===== src/rtl/pipe_hazard_ctrl_pkg.sv =====
// pipe_ctrl_pkg: shared types and constants for the pipeline hazard controller.
package pipe_ctrl_pkg;
  typedef enum logic {RUN, MD_WAIT} state_e;
  localparam int RF_ADDR_W = 5;
  localparam int PERF_W = 32;
  localparam logic [RF_ADDR_W-1:0] REG_ZERO = 5'd0;
endpackage


===== src/rtl/pipe_hazard_ctrl_if.sv =====
// pipe_hazard_ctrl_if: hazard inputs from ID/EX and the pipeline register controls.
interface pipe_hazard_ctrl_if;
  import pipe_ctrl_pkg::*;
  logic [RF_ADDR_W-1:0] id_rs, id_rt, ex_rt;
  logic id_uses_rt, ex_mem_read, ex_md, branch_taken, mem_wait;
  logic pc_we, ifid_we, ifid_flush, idex_we, idex_bubble, exmem_we, exmem_bubble, md_busy;
  logic [PERF_W-1:0] stall_cycles, flush_count;
  modport master(
    output id_rs, id_rt, id_uses_rt, ex_rt, ex_mem_read, ex_md, branch_taken, mem_wait,
    input pc_we, ifid_we, ifid_flush, idex_we, idex_bubble, exmem_we, exmem_bubble, md_busy,
    input stall_cycles, flush_count
  );
  modport slave(
    input id_rs, id_rt, id_uses_rt, ex_rt, ex_mem_read, ex_md, branch_taken, mem_wait,
    output pc_we, ifid_we, ifid_flush, idex_we, idex_bubble, exmem_we, exmem_bubble, md_busy,
    output stall_cycles, flush_count
  );
endinterface


===== src/rtl/pipe_hazard_ctrl_md_lat_counter.sv =====
// md_lat_counter: loadable down-counter with hold and zero flag for mul/div occupancy.
module md_lat_counter #(
  parameter int W = 4
) (
  input  logic         clk,
  input  logic         rst,
  input  logic         load_i,
  input  logic         dec_i,
  input  logic         hold_i,
  input  logic [W-1:0] val_i,
  output logic         zero_o
);
  logic [W-1:0] cnt_q, cnt_d;
  always_comb cnt_d = hold_i ? cnt_q : load_i ? val_i : (dec_i && cnt_q != '0) ? cnt_q - 1'b1 : cnt_q;
  always_ff @(posedge clk or posedge rst)
    if (rst) cnt_q <= '0;
    else cnt_q <= cnt_d;
  assign zero_o = cnt_q == '0;
endmodule


===== src/rtl/pipe_hazard_ctrl.sv =====
// pipe_hazard_ctrl: load-use, branch, mul/div and memory-wait sequencing for the 5-stage pipe.
// Perf counters are built only when HAZ_PERF_EN is defined.
module pipe_hazard_ctrl
  import pipe_ctrl_pkg::*;
#(
  parameter int MD_LAT = 4,
  parameter int CNT_W = 4
) (
  input logic clk,
  input logic rst,
  pipe_hazard_ctrl_if.slave pipe_io
);
  localparam logic [CNT_W-1:0] MD_LOAD = CNT_W'(MD_LAT > 1 ? MD_LAT - 2 : 0);
  state_e state_q, state_d;
  logic cnt_load, cnt_dec, cnt_zero, load_use, md_start;
  logic pc_we, ifid_we, ifid_flush, idex_we, idex_bubble, exmem_we, exmem_bubble, md_busy;
  assign load_use = pipe_io.ex_mem_read && pipe_io.ex_rt != REG_ZERO &&
                    (pipe_io.ex_rt == pipe_io.id_rs || (pipe_io.id_uses_rt && pipe_io.ex_rt == pipe_io.id_rt));
  assign md_start = pipe_io.ex_md && (MD_LAT > 1);
  md_lat_counter #(.W(CNT_W)) u_cnt (
    .clk(clk), .rst(rst), .load_i(cnt_load), .dec_i(cnt_dec),
    .hold_i(pipe_io.mem_wait), .val_i(MD_LOAD), .zero_o(cnt_zero)
  );
  always_comb begin
    state_d = state_q;
    cnt_load = 1'b0;
    cnt_dec = 1'b0;
    {pc_we, ifid_we, idex_we, exmem_we} = 4'b1111;
    {ifid_flush, idex_bubble, exmem_bubble} = 3'b000;
    md_busy = !rst && state_q == MD_WAIT;
    if (rst || pipe_io.mem_wait) begin
      {pc_we, ifid_we, idex_we, exmem_we} = 4'b0000;
    end else if (state_q == MD_WAIT) begin
      if (!cnt_zero) begin
        {pc_we, ifid_we, idex_we, exmem_bubble} = 4'b0001;
        cnt_dec = 1'b1;
      end else begin
        state_d = RUN;
      end
    end else if (pipe_io.branch_taken) begin
      {ifid_flush, idex_bubble} = 2'b11;
    end else if (md_start) begin
      {pc_we, ifid_we, idex_we, exmem_bubble} = 4'b0001;
      cnt_load = 1'b1;
      state_d = MD_WAIT;
    end else if (load_use) begin
      {pc_we, ifid_we, idex_bubble} = 3'b001;
    end
  end
  always_ff @(posedge clk or posedge rst)
    if (rst) state_q <= RUN;
    else state_q <= state_d;
  assign pipe_io.pc_we = pc_we;
  assign pipe_io.ifid_we = ifid_we;
  assign pipe_io.ifid_flush = ifid_flush;
  assign pipe_io.idex_we = idex_we;
  assign pipe_io.idex_bubble = idex_bubble;
  assign pipe_io.exmem_we = exmem_we;
  assign pipe_io.exmem_bubble = exmem_bubble;
  assign pipe_io.md_busy = md_busy;
`ifdef HAZ_PERF_EN
  logic [PERF_W-1:0] stall_q, flush_q;
  always_ff @(posedge clk or posedge rst)
    if (rst) begin
      stall_q <= '0;
      flush_q <= '0;
    end else begin
      if (!pc_we && stall_q != '1) stall_q <= stall_q + 1'b1;
      if (ifid_flush && flush_q != '1) flush_q <= flush_q + 1'b1;
    end
  assign pipe_io.stall_cycles = stall_q;
  assign pipe_io.flush_count = flush_q;
`else
  assign pipe_io.stall_cycles = '0;
  assign pipe_io.flush_count = '0;
`endif
endmodule


===== src/flat_wrapper.sv =====
// flat-port wrapper written by rule: the top's interface ports become plain ports
module pipe_hazard_ctrl_flat import pipe_ctrl_pkg::*;
#(
  parameter int MD_LAT = 4,
  parameter int CNT_W = 4
)
  (clk, rst, pipe_io_id_rs, pipe_io_id_rt, pipe_io_id_uses_rt, pipe_io_ex_rt, pipe_io_ex_mem_read, pipe_io_ex_md, pipe_io_branch_taken, pipe_io_mem_wait, pipe_io_pc_we, pipe_io_ifid_we, pipe_io_ifid_flush, pipe_io_idex_we, pipe_io_idex_bubble, pipe_io_exmem_we, pipe_io_exmem_bubble, pipe_io_md_busy, pipe_io_stall_cycles, pipe_io_flush_count);
  pipe_hazard_ctrl_if pipe_io_i ();
  input logic clk;
  input logic rst;
  input wire logic [$bits(pipe_io_i.id_rs)-1:0] pipe_io_id_rs;
  input wire logic [$bits(pipe_io_i.id_rt)-1:0] pipe_io_id_rt;
  input wire logic [$bits(pipe_io_i.id_uses_rt)-1:0] pipe_io_id_uses_rt;
  input wire logic [$bits(pipe_io_i.ex_rt)-1:0] pipe_io_ex_rt;
  input wire logic [$bits(pipe_io_i.ex_mem_read)-1:0] pipe_io_ex_mem_read;
  input wire logic [$bits(pipe_io_i.ex_md)-1:0] pipe_io_ex_md;
  input wire logic [$bits(pipe_io_i.branch_taken)-1:0] pipe_io_branch_taken;
  input wire logic [$bits(pipe_io_i.mem_wait)-1:0] pipe_io_mem_wait;
  output wire logic [$bits(pipe_io_i.pc_we)-1:0] pipe_io_pc_we;
  output wire logic [$bits(pipe_io_i.ifid_we)-1:0] pipe_io_ifid_we;
  output wire logic [$bits(pipe_io_i.ifid_flush)-1:0] pipe_io_ifid_flush;
  output wire logic [$bits(pipe_io_i.idex_we)-1:0] pipe_io_idex_we;
  output wire logic [$bits(pipe_io_i.idex_bubble)-1:0] pipe_io_idex_bubble;
  output wire logic [$bits(pipe_io_i.exmem_we)-1:0] pipe_io_exmem_we;
  output wire logic [$bits(pipe_io_i.exmem_bubble)-1:0] pipe_io_exmem_bubble;
  output wire logic [$bits(pipe_io_i.md_busy)-1:0] pipe_io_md_busy;
  output wire logic [$bits(pipe_io_i.stall_cycles)-1:0] pipe_io_stall_cycles;
  output wire logic [$bits(pipe_io_i.flush_count)-1:0] pipe_io_flush_count;
  assign pipe_io_i.id_rs = pipe_io_id_rs;
  assign pipe_io_i.id_rt = pipe_io_id_rt;
  assign pipe_io_i.id_uses_rt = pipe_io_id_uses_rt;
  assign pipe_io_i.ex_rt = pipe_io_ex_rt;
  assign pipe_io_i.ex_mem_read = pipe_io_ex_mem_read;
  assign pipe_io_i.ex_md = pipe_io_ex_md;
  assign pipe_io_i.branch_taken = pipe_io_branch_taken;
  assign pipe_io_i.mem_wait = pipe_io_mem_wait;
  assign pipe_io_pc_we = pipe_io_i.pc_we;
  assign pipe_io_ifid_we = pipe_io_i.ifid_we;
  assign pipe_io_ifid_flush = pipe_io_i.ifid_flush;
  assign pipe_io_idex_we = pipe_io_i.idex_we;
  assign pipe_io_idex_bubble = pipe_io_i.idex_bubble;
  assign pipe_io_exmem_we = pipe_io_i.exmem_we;
  assign pipe_io_exmem_bubble = pipe_io_i.exmem_bubble;
  assign pipe_io_md_busy = pipe_io_i.md_busy;
  assign pipe_io_stall_cycles = pipe_io_i.stall_cycles;
  assign pipe_io_flush_count = pipe_io_i.flush_count;
  pipe_hazard_ctrl #(.MD_LAT(MD_LAT), .CNT_W(CNT_W)) u_core (.clk(clk), .rst(rst), .pipe_io(pipe_io_i));
endmodule

===== config.mk =====
export PLATFORM = sky130hd
export DESIGN_NAME = pipe_hazard_ctrl_flat
export DESIGN_NICKNAME = d
export VERILOG_FILES = /design/src/rtl/pipe_hazard_ctrl_pkg.sv /design/src/rtl/pipe_hazard_ctrl_if.sv /design/src/rtl/pipe_hazard_ctrl_md_lat_counter.sv /design/src/rtl/pipe_hazard_ctrl.sv /design/src/flat_wrapper.sv
export SDC_FILE = /design/constraint.sdc
export NUM_CORES = 1
export LEC_CHECK = 0
export CAP_MARGIN = 25
export CORE_MARGIN = 3
export CORE_UTILIZATION = 50
export DETAILED_ROUTE_END_ITERATION = 8
export DONT_BUFFER_PORTS = 1
export PLACE_DENSITY_LB_ADDON = 0.3
export SLEW_MARGIN = 20
export SYNTH_ARGS = -nofsm -noshare
export SYNTH_HDL_FRONTEND = slang
export SYNTH_SLANG_ARGS = --single-unit

===== constraint.sdc =====
create_clock -name clk -period 5.44 [get_ports clk]
set_input_delay 1.36 -clock clk [delete_from_list [all_inputs] [get_ports clk]]
set_output_delay 1.36 -clock clk [all_outputs]
set_load 0.1 [all_outputs]

==> flow_metrics.tcl <==
set metrics [dict create \
    outcome "finished, final reports clean" \
    power_density_nw_per_um2 526 \
    syn_inst 125 \
    cellLeakagePower_nw 0.463 \
    hold_buffers 0 \
    finalCriticalPeriod_ns 4.13 \
    required_ns 4.08 \
    insertion_delay_ns 0.24 \
    critPathCaptureType "output port" \
    worstPathArrival_ns 2.77 \
    vias 599 \
    pre_cts_slack_ns 1.31 \
    num_rows 15 \
    dieArea_um2 2500 \
    coreArea_um2 1780 \
    setup_violations 0 \
    grt_pass1_vias 450 \
    synth_cell_types 27 \
    groute.usage.overall_pct 11.6 \
    layout_setup_ws_ns 1.31 \
    hold_class "flip-flop to flip-flop" \
    hold_violations 0 \
    portBuffers 0 \
    nets 156 \
    syn_area_per_cell_um2 7.76 \
    finalMaxSlewViolations 0 \
    start_util_pct 54.4 \
    ys_seq_area_share_pct 12.9 \
    grt_max_degree 13 \
    viasPerCell 3.84 \
    place_hpwl_um 1340 \
    drtAntennaViolNets 0 \
    die_x_um 50.0 \
    fin_setup_tns_ns 0 \
    n_fill_cell 184 \
    rrSetupSlack_ns 3.61 \
    p_total_w 0.000451 \
    irDropWorstVdd_mv 0.191 \
    cts.sinks 5 \
    die_y_um 50.0 \
    drc 0 \
    post_cts_resized 0 \
    numCtsBuffers 3 \
    overflow 0 \
    grt_pass1_wl_um 2120 \
    wirelength_um 1510 \
    final_util_pct 48.1 \
    synth-seq-cells 5 \
    syn_area_um2 970 \
    path_clk_slew_ns 0.04 \
    fin_skew_ns 0.00166 \
    final.period_utilization_pct 75.9 \
    max_cap_viol_count 0 \
    max_clock_freq_ghz 0.242 \
    clockBufferDepth 2 \
    syn2layout_area_growth_pct -11.6 \
    rr_worst_depth 7 \
    drt_first_pass_iters 4 \
    hold_depth 1 \
    rsz0062_at_grt "no" \
    ys_warn_count 0 \
    path_class "input port to output port" \
    worstMarginPinSlew_ns 1.05 \
    antenna_found_initial 0 \
    start_kind "input port" \
    cts_tree "built" \
    routabilityCongestion 0.855 \
    h-tree-depth 1 \
    drtIter0Drc 5 \
    max-slew-margin-rel_pct 29.4 \
    num_antenna_cells 0 \
    io_pins 94 \
    path_max_fanout 7 \
    wl_per_cell_um 9.65 \
    postCtsSetupBuffers 0 \
    clockRootBuffer "clkbuf_4" \
    layout-drive-gt1-share_pct 12.2 \
]
==> synthesized netlist by cell type (all sizes together) <==
library cell  number  share of area [%]
a211o              1               0.90
a21oi              1               0.90
or3b               1                1.2
a31oi              2                1.3
nand4              4                2.6
or4                1               0.77
inv                6                2.3
nor3               3                1.5
a31o               1               0.90
nand2              4                1.5
o22ai              1               0.65
nor2b              1               0.65
nor2               3                1.2
conb               1               0.39
clkbuf             2               0.77
ha                 2                2.6
buf               65                 50
nor3b              2                1.5
dfrtp              5                 13
nand3b             1               0.77
o21a               3                2.3
o211ai             1               0.77
xnor2             10                9.0
o21ai              2                1.0
or2                1               0.65
nand3              1               0.52
==> worst paths after layout <==
check / from / endpoint
worst min-delay path: u_core.u_cnt.cnt_q[1] / u_core.u_cnt.cnt_q[1]
max in group asynchronous: rst / u_core.u_cnt.cnt_q[0]
min in group asynchronous: rst / u_core.u_cnt.cnt_q[3]
worst max register to register: u_core.u_cnt.cnt_q[0] / u_core.u_cnt.cnt_q[1]
worst max-delay path: rst / pipe_io_pc_we
worst min register to register: u_core.u_cnt.cnt_q[1] / u_core.u_cnt.cnt_q[1]
==> power breakdown <==
part | leakage (nW) | total [W] | switching [W] | internal, W
sequential | 0.0544 | 0.0000747 | 0.0000217 | 0.0000530
combinational | 0.394 | 0.000333 | 0.000286 | 0.0000472
clock | 0.0150 | 0.0000430 | 0.0000153 | 0.0000277
total | 0.463 | 0.000451 | 0.000323 | 0.000128
==> kinds of logic (layout without fill, tap and decap cells) <==
| logic type | after synthesis | after routing | synth area share (%) |
|---|---|---|---|
| simple gates | 22 | 22 | 12.9 |
| other cells | 1 | 64 | 0.387 |
| flops | 5 | 5 | 12.9 |
| xor+xnor | 10 | 10 | 9.03 |
| compound gates | 12 | 12 | 8.77 |
| fa+ha+maj | 2 | 2 | 2.58 |
| buf+inv | 73 | 16 | 53.4 |
==> registers in the layout (all words and copies together), names as in the netlist <==
signal and count:
u_core.u_cnt.cnt_q 4, u_core.state_q 1
==> metal layers <==
layer  vias up  track usage (%)  wire length, um
met1       264             11.0              472
met5         -                0                0
met4         0             5.07               12
met3         2             6.95              216
li1        287                -                -
met2        46             19.8              805
==> cells in the final DEF (no fill, tap or decap) <==
cell,count
clkbuf_4,3
nor3_1,3
a31oi_4,1
o22ai_1,1
nor3b_1,1
or3b_4,1
nand3b_1,1
nor3b_4,1
a31oi_1,1
nor2_2,1
buf_4,5
conb_1,64
inv_1,6
ha_1,2
o211ai_1,1
nand4_1,4
o21ai_1,1
buf_12,1
clkbuf_1,1
xnor2_1,10
a211o_1,1
nand2_1,4
or4_1,1
nor2b_2,1
o21a_1,3
a31o_1,1
nor2_1,2
o21ai_0,1
nand3_1,1
or2_2,1
dfrtp_1,5
a21oi_2,1
==> critical path, stage by stage <==
cell and delay, ns:
or2_2 0.36, inv_1 0.08, buf_4 0.31, nand2_1 0.18, a31oi_4 0.20, buf_12 0.27
==> through the flow <==
| step | cells | hold WS (ns) | cell area [um^2] |
|---|---|---|---|
| floorplan | 188 | 0.487 | 1230 |
| global placement | 152 | 0.505 | 831 |
| detailed placement | 152 | 0.517 | 831 |
| CTS | 156 | 0.526 | 857 |
| global route | 156 | 0.542 | 857 |
| finish | 156 | 0.520 | 857 |
==> cell type report <==
| class | instances | area [um^2] | share of cell area, % |
|---|---|---|---|
| Tap cell | 25 | 31.3 | 3.65 |
| Clock buffer | 4 | 26.3 | 3.07 |
| Sequential cell | 5 | 125 | 14.6 |
| Inverter | 6 | 22.5 | 2.63 |
| Multi-Input combinational cell | 110 | 594 | 69.3 |
| Timing Repair Buffer | 6 | 57.6 | 6.72 |
Power figures use the tool's default switching activity.
